**src/rtl/mc_control_unit.sv**
```systemverilog
// Multi-cycle control unit for the 16-bit RISC core.
// Sequences fetch/decode/execute/memory/writeback and drives datapath strobes.
module mc_control_unit #(
    parameter int PC_WIDTH  = 16,
    parameter int CNT_WIDTH = 16
) (
    input  logic                 clk,
    input  logic                 rst_n,
    output logic                 imem_req,
    input  logic                 imem_ack,
    input  logic [PC_WIDTH-1:0]  imem_rdata,
    output logic [PC_WIDTH-1:0]  ir,
    output logic [2:0]           alu_ctrl,
    output logic                 alu_src_b,
    input  logic                 zero,
    output logic                 reg_we,
    output logic                 mem_to_reg,
    output logic                 pc_we,
    output logic [1:0]           pc_sel,
    output logic                 dmem_req,
    output logic                 dmem_we,
    input  logic                 dmem_ack,
    output logic                 retire,
    output logic [CNT_WIDTH-1:0] retired_count,
    output logic                 illegal
);

    localparam logic [2:0] S_IDLE   = 3'd0;
    localparam logic [2:0] S_FETCH  = 3'd1;
    localparam logic [2:0] S_DECODE = 3'd2;
    localparam logic [2:0] S_EXEC   = 3'd3;
    localparam logic [2:0] S_MEM    = 3'd4;
    localparam logic [2:0] S_WB     = 3'd5;
    localparam logic [2:0] S_TRAP   = 3'd6;

    localparam logic [1:0] PC_SEQ = 2'b00;
    localparam logic [1:0] PC_BR  = 2'b01;
    localparam logic [1:0] PC_JMP = 2'b10;

    localparam logic [CNT_WIDTH-1:0] CNT_ONE = {{(CNT_WIDTH-1){1'b0}}, 1'b1};

    logic [2:0]           state_q, state_d;
    logic [PC_WIDTH-1:0]  ir_q, ir_d;
    logic [CNT_WIDTH-1:0] retired_count_q, retired_count_d;

    logic [3:0] opcode;
    logic       is_ld, is_st, is_alu, is_beq, is_bne, is_jmp, is_ill;
    logic [2:0] dec_alu_ctrl;
    logic       dec_alu_src_b;
    logic       br_taken;

    assign opcode = ir_q[PC_WIDTH-1 -: 4];

    always_comb begin
        is_ld         = 1'b0;
        is_st         = 1'b0;
        is_alu        = 1'b0;
        is_beq        = 1'b0;
        is_bne        = 1'b0;
        is_jmp        = 1'b0;
        is_ill        = 1'b0;
        dec_alu_ctrl  = 3'b000;
        dec_alu_src_b = 1'b0;
        case (opcode)
            4'b0000: begin
                is_ld         = 1'b1;
                dec_alu_src_b = 1'b1;
            end
            4'b0001: begin
                is_st         = 1'b1;
                dec_alu_src_b = 1'b1;
            end
            4'b0010, 4'b0011, 4'b0100, 4'b0101,
            4'b0110, 4'b0111, 4'b1000, 4'b1001: begin
                is_alu       = 1'b1;
                // R-type opcodes 0010..1001 map linearly onto ALU ops 000..111
                dec_alu_ctrl = 3'(opcode - 4'b0010);
            end
            4'b1011: begin
                is_beq       = 1'b1;
                dec_alu_ctrl = 3'b001;
            end
            4'b1100: begin
                is_bne       = 1'b1;
                dec_alu_ctrl = 3'b001;
            end
            4'b1101: is_jmp = 1'b1;
            default: is_ill = 1'b1;
        endcase
    end

    assign br_taken = (is_beq && zero) || (is_bne && !zero);

    always_comb begin
        state_d    = state_q;
        ir_d       = ir_q;
        imem_req   = 1'b0;
        dmem_req   = 1'b0;
        dmem_we    = 1'b0;
        reg_we     = 1'b0;
        mem_to_reg = 1'b0;
        pc_we      = 1'b0;
        pc_sel     = PC_SEQ;
        retire     = 1'b0;
        illegal    = 1'b0;
        alu_ctrl   = 3'b000;
        alu_src_b  = 1'b0;
        case (state_q)
            S_IDLE: state_d = S_FETCH;
            S_FETCH: begin
                imem_req = 1'b1;
                if (imem_ack) begin
                    ir_d    = imem_rdata;
                    pc_we   = 1'b1;
                    state_d = S_DECODE;
                end
            end
            S_DECODE: begin
                alu_ctrl  = dec_alu_ctrl;
                alu_src_b = dec_alu_src_b;
                if (is_ill) begin
                    state_d = S_TRAP;
                end else if (is_jmp) begin
                    pc_we   = 1'b1;
                    pc_sel  = PC_JMP;
                    retire  = 1'b1;
                    state_d = S_FETCH;
                end else begin
                    state_d = S_EXEC;
                end
            end
            S_EXEC: begin
                alu_ctrl  = dec_alu_ctrl;
                alu_src_b = dec_alu_src_b;
                if (is_ld || is_st) begin
                    state_d = S_MEM;
                end else if (is_beq || is_bne) begin
                    pc_we   = br_taken;
                    pc_sel  = br_taken ? PC_BR : PC_SEQ;
                    retire  = 1'b1;
                    state_d = S_FETCH;
                end else begin
                    state_d = S_WB;
                end
            end
            S_MEM: begin
                alu_ctrl  = dec_alu_ctrl;
                alu_src_b = dec_alu_src_b;
                dmem_req  = 1'b1;
                dmem_we   = is_st;
                if (dmem_ack) begin
                    retire  = is_st;
                    state_d = is_st ? S_FETCH : S_WB;
                end
            end
            S_WB: begin
                alu_ctrl   = dec_alu_ctrl;
                alu_src_b  = dec_alu_src_b;
                reg_we     = 1'b1;
                mem_to_reg = is_ld;
                retire     = 1'b1;
                state_d    = S_FETCH;
            end
            S_TRAP: illegal = 1'b1;
            default: state_d = S_IDLE;
        endcase
    end

    always_comb begin
        retired_count_d = retired_count_q;
        if (retire) begin
            retired_count_d = retired_count_q + CNT_ONE;
        end
    end

    always_ff @(posedge clk) begin
        if (!rst_n) begin
            state_q         <= S_IDLE;
            ir_q            <= '0;
            retired_count_q <= '0;
        end else begin
            state_q         <= state_d;
            ir_q            <= ir_d;
            retired_count_q <= retired_count_d;
        end
    end

    assign ir            = ir_q;
    assign retired_count = retired_count_q;

endmodule

```
**config.mk**
```make
export PLATFORM = sky130hd
export DESIGN_NAME = mc_control_unit
export DESIGN_NICKNAME = d
export VERILOG_FILES = /design/src/rtl/mc_control_unit.sv
export SDC_FILE = /design/constraint.sdc
export NUM_CORES = 1
export LEC_CHECK = 0
export BUFFER_PORTS_ARGS = -buffer_cell sky130_fd_sc_hd__buf_2
export CAP_MARGIN = 0
export CORE_ASPECT_RATIO = 0.75
export CORE_MARGIN = 2
export CORE_UTILIZATION = 50
export DETAILED_ROUTE_END_ITERATION = 10
export PLACE_DENSITY = 0.8
export REMOVE_ABC_BUFFERS = 1
export SLEW_MARGIN = 20
export SYNTH_ARGS = -nofsm -noshare
export SYNTH_HDL_FRONTEND = slang
export SYNTH_SLANG_ARGS = --single-unit
```
**constraint.sdc**
```tcl
create_clock -name clk -period 3.05 [get_ports clk]
set_clock_uncertainty 0.15 [all_clocks]
set_input_delay 0.7625 -clock clk [delete_from_list [all_inputs] [get_ports clk]]
set_output_delay 0.7625 -clock clk [all_outputs]
set_load 0.005 [all_outputs]
```
==> flow_metrics.py <==
metrics = {
    "timing": {
        "max_freq_ghz": 0.3555,
        "maxSlewHeadroom_pct": 55.02,
        "setup_violations": 0,
        "period_needed_ns": 2.813,
        "rsz0062_at_grt": "no",
        "timing.final.max_slew_violations": 0,
        "setup_slack_ns": 0.2369,
        "finalCritPeriodShare_pct": 92.23,
        "final.setup.tns_ns": 0,
        "hold_viol": 0,
        "holdWs_ns": 0.3049,
        "worst_pin_slew_ns": 0.6747,
    },
    "worst_setup_path": {
        "crit_path_top_delay_cell": "dfxtp_1",
        "path_cells": "nor3b_2 -> nor2b_1 -> a31oi_1 -> nor3b_1 -> o22a_1 -> buf_2",
        "r2r-start": "state_q[2]$_SDFFE_PN0P_",
        "worstSetupPathType": "flop to primary output",
        "critPathLaunchType": "flop",
        "crit_arrival_ns": 1.90,
        "cp_max_fo": 18,
        "path_delay_family": "simple AND/OR/NAND/NOR gates",
        "critPathMaxStageDelay_ns": 0.47,
        "critical_path_buf_inv_count": 1,
        "critical_path_required_ns": 2.14,
        "critPathCaptureType": "primary output",
        "worstSetupStartpoint": "ir[13]$_SDFFE_PN0P_",
    },
    "pwr": {
        "total_power_uw": 1575,
        "seqPwrFrac_pct": 38.0,
        "intPower_uw": 972.9,
        "comb_power_share_pct": 38.8,
        "power.switching_uw": 602.0,
        "clkPwrFrac_pct": 23.2,
        "powerDensity_mw_per_mm2": 650.2,
        "p_leak_uw": 0.001003,
        "vdd_drop_max_v": 0.0005214,
        "p_sw_share_pct": 38.23,
    },
    "hold_path": {
        "hp-start": "ir[6]$_SDFFE_PN0P_",
        "hold_class": "flop to flop",
    },
    "place": {
        "place_area_mm2": 0.002317,
        "pre_cts_ws_ns": 0.4408,
        "dp_hpwl_um": 3482,
        "gp_congestion": 0.9641,
        "io_buffers": 66,
    },
    "global_routing": {
        "antenna_found_initial": 0,
        "track_usage_pct": 22.40,
        "grt_pass1_wl_um": 8010,
        "grt_remaining_overflow": 0,
        "grt_pass1_vias": 1778,
        "grt_max_degree": 26,
    },
    "routing": {
        "drcViolationCount": 0,
        "ant_nets": 0,
        "drtPass1Iterations": 4,
        "num_vias": 2076,
        "top_layer_used": "met4",
        "viasPerCell": 5.611,
        "route.met2.wl_um": 2051,
        "routed_wl_um": 4755,
        "met3_length_um": 425,
        "wire_per_inst_um": 12.85,
        "drtIter0Drc": 92,
        "wl_met1_um": 2230,
    },
    "job": {
        "maxCapViolations": 0,
    },
    "synthesis": {
        "ys_seq_elements": 35,
        "synth_top_area_cell": "dfxtp_1",
        "netlist_top_cells_area": "dfxtp_1 (35%), a21oi_1 (9.1%), nand2_1 (8.7%), o31ai_1 (3.8%), or4_1 (3.4%)",
        "syn_area_mm2": 0.001974,
        "yosysTopAreaCellShare_pct": 35.49,
        "syn_avg_cell_area_um2": 7.712,
        "yosysWarnings": 0,
        "yosysUniqueCellTypes": 42,
        "synth_cells": 256,
        "ys_seq_area_share_pct": 35.49,
    },
    "finish": {
        "mostFrequentLayoutCell": "buf_2",
        "stdcell_area_mm2": 0.002422,
        "nets": 341,
        "drive_gt1_share_pct": 26.42,
        "syn_to_final_growth_pct": 22.69,
        "final_cell_mix": "buf_2 (66), nand2_1 (46), a21oi_1 (36)",
        "antennaDiodeCount": 0,
    },
    "floorplanning": {
        "rows": 19,
        "die_w_um": 76.56,
        "chipHeight_um": 58.42,
        "coreArea_mm2": 0.003732,
        "initial_core_util_pct": 52.90,
        "io_pins": 67,
        "dieArea_mm2": 0.004473,
    },
    "cts": {
        "cts-buffers-inserted": 5,
        "clk_pin_slew_ns": 0.06,
        "cts_tree": "built",
        "cts.sinks": 35,
        "post-cts-setup-buffers": 0,
        "ctsHtreeMaxLevel": 2,
        "clockRootBuffer": "clkbuf_8",
        "clk_latency_ns": 0.29,
        "hold_buffers": 0,
        "clock_path_buffers": 2,
    },
    "status": {
        "outcome": "completed",
    },
}
==> repair_timing <==
| item | 4_1_cts | 5_1_grt |
|---|---|---|
| resized for setup | 0 | 1 |
| endpoints found under the setup margin | 0 | 2 |
| endpoints found under the hold margin | 0 | 0 |
==> registers in the layout, indices dropped and copies added, names as in the netlist <==
register / flops
ir: 16
retired_count: 16
state_q: 3
==> cells in the mapped netlist (all sizes together) <==
cell type,n
a21oi,36
a221oi,2
a2bb2oi,1
a31oi,4
a41o,1
and2,4
and4,1
buf,8
clkbuf,10
dfxtp,35
ha,3
inv,9
mux2,1
mux2i,2
nand2,46
nand2b,7
nand3,9
nand3b,2
nand4,2
nand4b,3
nand4bb,2
nor2,12
nor2b,5
nor3,5
nor3b,3
nor4,1
nor4b,1
o2111ai,3
o21ai,5
o21ba,1
o21bai,1
o22a,2
o22ai,1
o2bb2ai,1
o311a,1
o31ai,10
o41ai,1
or3,5
or4,9
xnor2,1
==> routing by layer <==
metal	GRT usage [%]	vias up
met2	35.02	83
met5	0	-
li1	-	1049
met1	29.16	937
met4	7.273	0
met3	8.282	7
==> power by group through the flow <==
stage | Combinational [uW] | Sequential [uW] | Clock (uW)
final | 611 | 599 | 365
after global placement | 605 | 604 | 0
after detailed placement | 608 | 606 | 0
after global routing | 683 | 611 | 402
after CTS | 609 | 596 | 373
after floorplan | 361 | 605 | 0
==> worst paths after layout <==
path / endpoint / slack, ns / cells past startpoint
worst max-delay path: pc_we / 0.24 / 6
worst min register to register: ir[6]$_SDFFE_PN0P_ / 0.30 / 2
worst min-delay path: ir[6]$_SDFFE_PN0P_ / 0.30 / 2
worst max register to register: retired_count[15]$_SDFFE_PN0P_ / 0.56 / 5
==> worst register-to-register path, delay by kind of cell (launching register included) <==
| family | cells | cell delay (ns) |
|---|---|---|
| flip-flops | 1 | 0.55 |
| AO/OA/AOI/OAI | 1 | 0.15 |
| AND/OR/NAND/NOR | 2 | 0.96 |
| adder cells (fa/ha/maj) | 1 | 0.46 |
| buffers and inverters | 1 | 0.15 |
==> logic make-up after synthesis <==
kind of cell | synth area share [%]
and+or+nand+nor | 31.24
AOI/OAI and AO/OA | 22.43
DFF | 35.49
buffers and inverters | 6.907
muxes | 1.584
adders and majority gates | 1.901
xor gates and xnor gates | 0.4437
==> per-stage QoR <==
step / utilization, % / instances
4_1_cts: 64.77 / 370
6_report: 64.90 / 370
5_1_grt: 64.90 / 370
3_5_place_dp: 62.09 / 362
2_1_floorplan: - / 238
3_3_place_gp: 62.09 / 362
==> cell type report <==
class / count / area (um^2)
repair buffers: 72 / 375.4
flip-flops and latches: 35 / 700.7
inverters: 9 / 33.78
multi-input cells: 194 / 1147
fillers: 361 / 1310
well taps: 52 / 65.06
clock buffers: 8 / 100.1
No activity file was read; power rests on OpenSTA's default activity.
